===== config.mk =====
export PLATFORM = sky130hd
export DESIGN_NAME = fetch_queue
export DESIGN_NICKNAME = d
export VERILOG_FILES = /design/src/rtl/fetch_queue.sv
export SDC_FILE = /design/constraint.sdc
export NUM_CORES = 1
export LEC_CHECK = 0
export CORE_MARGIN = 4
export CORE_UTILIZATION = 49
export CTS_BUF_LIST = sky130_fd_sc_hd__clkbuf_4 sky130_fd_sc_hd__clkbuf_8 sky130_fd_sc_hd__clkbuf_16
export CTS_CLUSTER_SIZE = 28
export DETAILED_ROUTE_END_ITERATION = 10
export GPL_ROUTABILITY_DRIVEN = 0
export PLACE_DENSITY = 0.85
export SYNTH_ARGS = -nofsm -noshare
export SYNTH_HDL_FRONTEND = slang
export SYNTH_SLANG_ARGS = --single-unit

===== constraint.sdc =====
create_clock -name clk -period 3.25 [get_ports clk]
set_input_delay 0.325 -clock clk [delete_from_list [all_inputs] [get_ports clk]]
set_output_delay 0.325 -clock clk [all_outputs]
set_load 0.02 [all_outputs]

===== src/rtl/fetch_queue.sv =====
// fetch_queue: sequential instruction prefetch into a DEPTH-entry show-ahead FIFO.
// Ports: clk/rst, RST_VEC, redirect/redirect_PC, mem_req/mem_addr/mem_gnt/MDB_out,
//        instr_valid/instr_word/instr_addr/instr_take, count.
module fetch_queue #(
   parameter int SIZE  = 16,
   parameter int DEPTH = 4
) (
   input  logic                         clk,
   input  logic                         rst,
   input  logic [SIZE-1:0]              RST_VEC,
   input  logic                         redirect,
   input  logic [SIZE-1:0]              redirect_PC,
   output logic                         mem_req,
   output logic [SIZE-1:0]              mem_addr,
   input  logic                         mem_gnt,
   input  logic [SIZE-1:0]              MDB_out,
   output logic                         instr_valid,
   output logic [SIZE-1:0]              instr_word,
   output logic [SIZE-1:0]              instr_addr,
   input  logic                         instr_take,
   output logic [$clog2(DEPTH+1)-1:0]   count
);

   localparam int AW = $clog2(DEPTH);
   localparam int CW = $clog2(DEPTH+1);
   localparam logic [CW:0] FULL = (CW+1)'(DEPTH);

   logic [SIZE-1:0] fpc;
   logic [SIZE-1:0] lat_addr;
   logic [SIZE-1:0] mem_w [DEPTH];
   logic [SIZE-1:0] mem_a [DEPTH];
   logic [AW-1:0]   rd_ptr;
   logic [AW-1:0]   wr_ptr;
   logic            inflight;
   logic [CW:0]     occ;
   logic            grant;
   logic            do_wr;
   logic            do_rd;

   // Outstanding fetch reserves a slot so a return never overflows.
   assign occ      = {1'b0, count} + (CW+1)'(inflight);
   assign mem_req  = !rst && !redirect && (occ < FULL);
   assign mem_addr = fpc;
   assign grant    = mem_req && mem_gnt;
   assign do_wr    = inflight;
   assign do_rd    = instr_take && instr_valid;

   assign instr_valid = (count != '0);
   assign instr_word  = instr_valid ? mem_w[rd_ptr] : '0;
   assign instr_addr  = instr_valid ? mem_a[rd_ptr] : '0;

   always_ff @(posedge clk) begin
      if (rst) begin
         fpc      <= {RST_VEC[SIZE-1:1], 1'b0};
         lat_addr <= '0;
         rd_ptr   <= '0;
         wr_ptr   <= '0;
         count    <= '0;
         inflight <= 1'b0;
         for (int i = 0; i < DEPTH; i++) begin
            mem_w[i] <= '0;
            mem_a[i] <= '0;
         end
      end else if (redirect) begin
         // Pending return and any same-cycle take are dropped.
         fpc      <= {redirect_PC[SIZE-1:1], 1'b0};
         rd_ptr   <= '0;
         wr_ptr   <= '0;
         count    <= '0;
         inflight <= 1'b0;
      end else begin
         inflight <= grant;
         if (grant) begin
            fpc      <= fpc + SIZE'(2);
            lat_addr <= fpc;
         end
         if (do_wr) begin
            mem_w[wr_ptr] <= MDB_out;
            mem_a[wr_ptr] <= lat_addr;
            wr_ptr        <= wr_ptr + AW'(1);
         end
         if (do_rd) rd_ptr <= rd_ptr + AW'(1);
         case ({do_wr, do_rd})
            2'b10:   count <= count + CW'(1);
            2'b01:   count <= count - CW'(1);
            default: count <= count;
         endcase
      end
   end

endmodule


==> summary.md, run 1 <==
The run finished with clean final reports. The count of cells in the finished layout, fillers not included, comes to 839. The longest clock path from root to sink contains 2 buffers. The clock arrives with 0.007832 ns of skew.

The largest total area in the synthesized netlist belongs to edfxtp_1. With fillers left out, the area of the finished cells amounts to 9309 sq um. The final hold slack is 0.5158 ns, and the smallest setup slack after layout is 0.4069 ns.

The commonest cells after synthesis are edfxtp_1, and2_1, and3_1, mux4_2, dfxtp_1. The average wire length per cell after detail routing came out at 18.66 um. The post-placement cell count is 807, and the count of max-cap constraint violations is 0. The depth of the worst hold-timing path works out to 3. The class of the tightest hold or removal check is input pin to flop. Among all flip-flop cells after synthesis, the most frequent one is edfxtp_1. After the first detailed-routing iteration, the DRC count stood at 430. The total negative setup slack was 0 ns.

In this run, synthesis produced a sequential element count of 164. For the relative contribution of combinational cells to total power, the log shows 0.079. The die covers 17340 sq um. The run gives 8752 sq um as the placed cell area. Setup violations remaining at the end of the flow were counted as 0. The detailed-route DRC error count is 0. The run gives 15660 um as the routed wire length. For the core outline area, the log shows 14750 sq um. The tools report the number of global-route vias before repair as 5015. CTS placed an instance of clkbuf_16 at the clock tree root.

Counting flops with a built-in enable in the synthesized netlist gives 139. The slew at the pin with the worst max-slew slack was 0.5810 ns. Effective utilization at floorplan: 0.5081. The relative slew slack was 0.6117; the combined buffer and inverter count along the critical path was 2. Clock-pin slew was measured on the worst setup and hold paths at 0.06 ns.

The number of nets in the final layout is 698, and the area share of the largest cell type after synthesis is 0.5567. The number of buffers inserted by port buffering is 101, and the die extent in x is 131.7 um. The net load switching power was 1.015 mW; the depth of the most critical reg-to-reg path was 8.

Category of the worst setup path launch point: a flop. The first detailed-routing pass ran for 5 iterations. The per-instance average area after synthesis is 13.88 sq um, and the global router's overall resource usage is 0.1862. The run gives 25610 um as the first-pass GRT wire length. 0 antenna diodes ended up in the layout. The tools report the share of synthesized area occupied by flip-flops and latches as 0.6235.

Post-detailed-route via-to-cell ratio: 5.527. For the synthesized netlist cell count, the log shows 540. The layout-stage area growth over the synthesis result works out to 24.17%.

The fraction of final layout cells sized beyond drive strength 1 came out at 0.1405. By instance count, the leading cell after synthesis is edfxtp_1. The tools report the number of antenna violations at the first check in global routing as 0.

Ranked by total cell area, the synthesized netlist is headed by edfxtp_1, and2_1, mux4_2. For this run, the number of Yosys warnings is 0. The switching portion of total power is 0.2159. The final critical-path required period works out to 2.843 ns. For the count of final max-slew check failures, the log shows 0. The internal portion of total power came out at 3.684 mW.

The run gives 0 as the number of endpoints with negative hold slack in the final report. After clock tree synthesis, the flow added hold-fix buffers numbering 0. In this design, the stage delay of the slowest critical-path cell is 0.55 ns. In this run the worst path has a maximum fanout of 23.

Timing analysis after detailed placement gives a worst setup slack of 0.7179 ns. The cell leakage power was 3.500 nW. Global routing finished with a remaining overflow of 0.

Gates resized during post-CTS repair numbered 0. The tools report the arrival time of the worst setup path as 2.52 ns. The number of antenna-violating nets in the routed design was 0; the total stage count of the critical path was 4. The async set-reset flop share out of synthesis is 0, and the count of H-tree levels built during CTS is 4. The logs give 0.518 for the relative contribution of sequential cells to total power and 0.402 for the clock share of power. Worst ir drop on vdd: 0.3981 mV. In this run, CTS created clock tree buffers numbering 17.

TritonCTS built the clock tree. Entering global routing, the biggest net connects 37 pins. The number of vias after detailed routing was 4637. The overall die height was 131.7 um.

For this run, the top clock speed supported by timing is 351.7 MHz. Detailed placement finished with a half-perimeter wire length of 9889 um. At the later pin of the worst-skew pair, clock insertion delay measures 0.42 ns. Grouping stages by cell kind, the critical path spends the most delay in buffers and inverters. STA classifies the critical path endpoint as an output port. Once the clock tree was built, the setup fixing pass inserted 0 buffers.

For the cell row count, the log shows 44. The largest individual stage delay along the critical path comes from the cell dfxtp_2. In this run, distinct cell masters in the synthesized netlist total 45. The final clock period utilization by the worst path was 0.8748. Summing every instance area after synthesis gives 7497 sq um. The run gives 0.6309 as the fraction of the core area covered by cells at the end of the flow. The total power was 4.699 mW. The setup path with the least slack is of type flop to output port. Data on the critical path is required at its endpoint by 2.92 ns.

During I/O placement, the number of pins put on the boundary was 106. The critical path goes through buf_12 > mux4_2 > and2_1 > clkdlybuf4s50_1. The tools report the count of filler cells inserted in the layout as 1075.

The tools report the number of sinks handled by clock tree synthesis as 164. Setup repair after global routing left no endpoint under its margin. The power per unit of standard cell area came out at 504.8 nW/um^2.
==> final timing paths <==
kind / start / end / slack, ns
setup / recovery: flop / instr_addr[14] / 0.41
hold / removal: mem_gnt / lat_addr[15] / 0.52
setup reg to reg: count[0] / count[2] / 1.21
hold reg to reg: rd_ptr[1] / flop / 0.53
==> area by class of cell <==
cell class	instances	area (sq um)	area share
inverters	8	30.03	0.003226
repair buffers	119	1159	0.1245
multi-input cells	332	2658	0.2855
clock buffers	19	440.4	0.04731
clock inverters	13	116.4	0.01250
well taps	184	230.2	0.02473
flip-flops and latches	164	4676	0.5023
==> placed cells by master (no fill, tap or decap), types with 7 or more instances in the layout <==
master and n:
edfxtp_1 139, and2_1 123, clkdlybuf4s50_1 101, and3_1 31, mux4_2 31, nor2_1 24
dfxtp_1 24, clkbuf_16 17, buf_4 17, nand2_1 16, mux2i_1 15, xor2_1 11
o21ai_0 11, nand3_1 9, xnor2_1 8, inv_1 7, a21oi_1 7
==> state kept, by name (all words and copies together) (netlist names), named ones only <==
register,count
mem_w,64
mem_addr,15
wr_ptr,2
rd_ptr,2
count,3
do_wr,1
mem_a,60
lat_addr,15
==> cells by family (layout without fill, tap and decap cells) <==
kind of cell / count (synthesis) / after routing / share of synthesized area
xor+xnor: 19 / 19 / 0.02220
other cells: 1 / 2 / 0.0005002
mux: 49 / 49 / 0.1177
fa+ha+maj: 3 / 3 / 0.006008
simple gates: 229 / 229 / 0.1814
buf+inv: 45 / 159 / 0.02570
compound gates: 30 / 30 / 0.02303
flops: 164 / 164 / 0.6235
==> layer usage <==
layer  global-route usage  routed length [um]
met1               0.2267                6319
met2               0.3278                8060
met3              0.05084                1049
met4              0.05193                 225
met5                    0                   0
==> worst min-delay path, stage by stage <==
cell and delay [ns]:
clkdlybuf4s50_1 0.42, nand3_1 0.08, a21oi_1 0.06
==> power groups by stage <==
stage | logic (mW) | registers [mW] | clock network, mW
after floorplan | 0.170 | 2.48 | 0
after global placement | 0.364 | 2.47 | 0
after detailed placement | 0.372 | 2.48 | 0
after CTS | 0.375 | 2.44 | 1.90
after global routing | 0.401 | 2.45 | 1.99
final | 0.372 | 2.44 | 1.89
(Power assumes the default switching activity.)
==> inputs of run 2 (changes only) <==
--- a/config.mk
+++ b/config.mk
@@ -8,6 +8,7 @@
 export CORE_MARGIN = 4
 export CORE_UTILIZATION = 49
 export CTS_BUF_LIST = sky130_fd_sc_hd__clkbuf_4 sky130_fd_sc_hd__clkbuf_8 sky130_fd_sc_hd__clkbuf_16
+export CTS_CLUSTER_DIAMETER = 40
 export CTS_CLUSTER_SIZE = 28
 export DETAILED_ROUTE_END_ITERATION = 10
 export GPL_ROUTABILITY_DRIVEN = 0
==> results of run 2 <==
No change in the layout: final DEF, timing and power equal those of run 1.
==> inputs of run 3 (changes only) <==
--- a/config.mk
+++ b/config.mk
@@ -12,7 +12,7 @@
 export CTS_CLUSTER_SIZE = 28
 export DETAILED_ROUTE_END_ITERATION = 10
 export GPL_ROUTABILITY_DRIVEN = 0
-export PLACE_DENSITY = 0.85
+export PLACE_DENSITY = 0.73
 export SYNTH_ARGS = -nofsm -noshare
 export SYNTH_HDL_FRONTEND = slang
 export SYNTH_SLANG_ARGS = --single-unit
==> summary.md, run 3 (synthesis gave the netlist of run 1 again) <==
Data required time at the worst endpoint: 2.92 ns (about the same). TritonCTS built the clock tree. The final clock period utilization by the worst path works out to 0.9023 (+0.02755). The overall die height works out to 131.7 um (unchanged). The number of antenna-violating nets in the routed design was 0 (unchanged).

The run gives 4569 (-1.5%) as the number of vias after detailed routing. Clock tree synthesis selected as its root buffer the cell clkbuf_16. The logs give 2 (unchanged) for the deepest clock path buffer count and 9424 sq um (+1.2%) for the post-route cell area. The category of the worst setup path launch point was a flop. The placed cell area is 8772 sq um (+0.23%), and the number of nets in the final layout is 699 (+0.14%). For the insertion delay of the later-clocked pin in the worst-skew pair, the log shows 0.43 ns (about the same).

The element type at the critical path end is an output port. The number of buffers added to fix hold violations after cts was 0 (unchanged); the final setup skew was 0.01007 ns (+0.002240 ns). Total area of multi-input combinational cells: 2645 sq um (-0.47%).

The critical path in this run is classified as flop to output port. The run finished with clean final reports. Number of buffers inserted by port buffering: 101 (unchanged). The tools report the count of filler cells inserted in the layout as 1109 (+3.2%). The net load switching power was 1.009 mW (-0.51%).

Relative to the synthesized area, the layout overhead comes to 25.70%. The number of buffers added for setup after CTS is 0 (unchanged). For the relative slew slack, the log shows 0.5961 (-0.01561).

The diode insertion count for antenna repair is 0 (unchanged). Relative contribution of combinational cells to total power: 0.075 (-0.004). Setup repair after global routing left no endpoint under its margin. The detailed-route DRC error count was 0 (unchanged); the half-perimeter wire length after detailed placement was 9706 um (-1.9%). The run gives 0 (unchanged) as the post-cts gate resize count. The run gives 0.3916 mV (-1.6%) as the worst ir drop on vdd. First-pass detailed-route iteration total: 5 (unchanged). Average wire length per cell after detail routing: 18.82 um (+0.84%). Die extent in x: 131.7 um (unchanged). The flip-flop count of the largest register, all copies and words added was 64 (unchanged). The signal on the critical path passes through buf_4 > mux4_2 > and2_1 > clkdlybuf4s50_1. The area of all sequential standard cells is 4676 sq um (unchanged), and the slew at the pin with the worst max-slew slack is 0.6043 ns (+0.02336 ns). The largest registers in the layout are mem_w x64, mem_a x60. The first-pass GRT wire length is 25420 um (-0.75%). Class of the tightest hold or removal check: flop to flop.

The number of endpoints with negative hold slack in the final report was 0 (unchanged); the overall die area was 17340 sq um (unchanged). The cell leakage power was 3.558 nW (+1.6%). The clock transition time at the flip-flop clock pins of the worst setup and hold paths was 0.06 ns (about the same); the cell row count was 44 (unchanged).

The number of global-route vias before repair was 4883 (-2.6%). The critical path's largest stage delay was 0.59 ns (+0.04 ns); the number of buffers created by CTS was 17 (unchanged). The tools report the post-placement cell count as 808 (+0.12%). The run gives 0.1887 (+0.002475) as the global router's overall resource usage.

For the pin count of the biggest net entering global routing, the log shows 36 (-2.7%). In the layout the commonest cells are edfxtp_1, and2_1, clkdlybuf4s50_1. The logs give 0.439 (+0.037) for the clock share of power and 14750 sq um (unchanged) for the core outline area. The tools report the number of antenna violations at the first check in global routing as 0 (unchanged). Post-route non-filler standard cell count: 840 (+0.12%). Final-report setup violation count: 0 (unchanged). The power per unit of standard cell area was 531.4 nW/um^2 (+5.3%). The number of top-level pins is 106 (unchanged), and the post-detailed-route via-to-cell ratio is 5.439 (-1.6%). The fraction of final layout cells sized beyond drive strength 1 was 0.1402 (-0.0002141). The top fanout value on the critical path was 12 (-48%). The master of the slowest instance on the critical path is dfxtp_2. Leaving out fill and tap cells, the most frequent cell in the layout is edfxtp_1. The count of H-tree levels built during CTS is 4 (unchanged), and the effective utilization at floorplan is 0.5081 (unchanged). The switching portion of total power was 0.2016 (-0.01434); the timing-limited maximum frequency was 341.0 MHz (-3.1%). The routed wire length is 15810 um (+0.96%), and the count of final max-slew check failures is 0 (unchanged). The register name with the most flops is mem_w.

For the violation count after the first detailed-routing iteration, the log shows 282 (-34%). For the arrival time of the worst setup path, the log shows 2.61 ns (+0.09 ns). The global route total overflow was 0 (unchanged). The run gives 0.486 (-0.032) as the relative contribution of sequential cells to total power.

The final critical-path required period was 2.933 ns (+0.08954 ns). The internal portion of total power was 3.998 mW (+8.5%); the count of max-cap constraint violations was 0 (unchanged). The run gives 164 (unchanged) as the number of sinks handled by clock tree synthesis.

The total negative setup slack was 0 ns (unchanged).
## run 3: per-layer routing
layer	up-vias	wire, um	global-route usage
met4	0	140	0.05368
met2	165	7969	0.3192
met5	-	0	0
met1	2223	6671	0.2387
li1	2170	-	-
met3	11	1024	0.05466
## run 3: path summary, 6_finish.rpt
| path | from | end | slack [ns] | depth (start not counted) |
|---|---|---|---|---|
| min | lat_addr[15] | lat_addr[15] | 0.51 | 2 |
| max reg2reg | count[0] | count[2] | 0.80 | 9 |
| min reg2reg | lat_addr[15] | lat_addr[15] | 0.51 | 2 |
| max | flop | instr_word[3] | 0.32 | 4 |
## run 3: cell type report
cell class | instances | area share
repair buffers | 120 | 0.1264
clock inverters | 13 | 0.02244
clock buffers | 19 | 0.04673
inverters | 8 | 0.003186
multi-input cells | 332 | 0.2807
well taps | 184 | 0.02443
flip-flops and latches | 164 | 0.4961
## run 3: stage by stage
stage / power [mW] / utilization / setup WS [ns] / hold slack (ns)
2_1_floorplan: 2.653 / - / 0.7960 / 0.4573
3_3_place_gp: 2.845 / 0.5946 / 0.7125 / 0.4923
3_5_place_dp: 2.855 / 0.5946 / 0.7019 / 0.4920
4_1_cts: 5.038 / 0.6387 / 0.2448 / 0.5002
5_1_grt: 5.184 / 0.6387 / 0.1576 / 0.5196
6_report: 5.008 / 0.6387 / 0.3174 / 0.5079
## run 3: worst max-delay path, delay by kind of cell, from the launching register on
family | cells | cell delay, ns
multiplexers | 1 | 0.52
flip-flops | 1 | 0.59
buffers and inverters | 2 | 0.88
AND/OR/NAND/NOR | 1 | 0.18
## run 3: power groups by stage
stage / logic (mW) / registers [mW] / clock network [mW]
3_5_place_dp: 0.376 / 2.48 / 0
2_1_floorplan: 0.170 / 2.48 / 0
6_report: 0.373 / 2.43 / 2.20
4_1_cts: 0.379 / 2.44 / 2.22
3_3_place_gp: 0.372 / 2.47 / 0
5_1_grt: 0.406 / 2.45 / 2.33
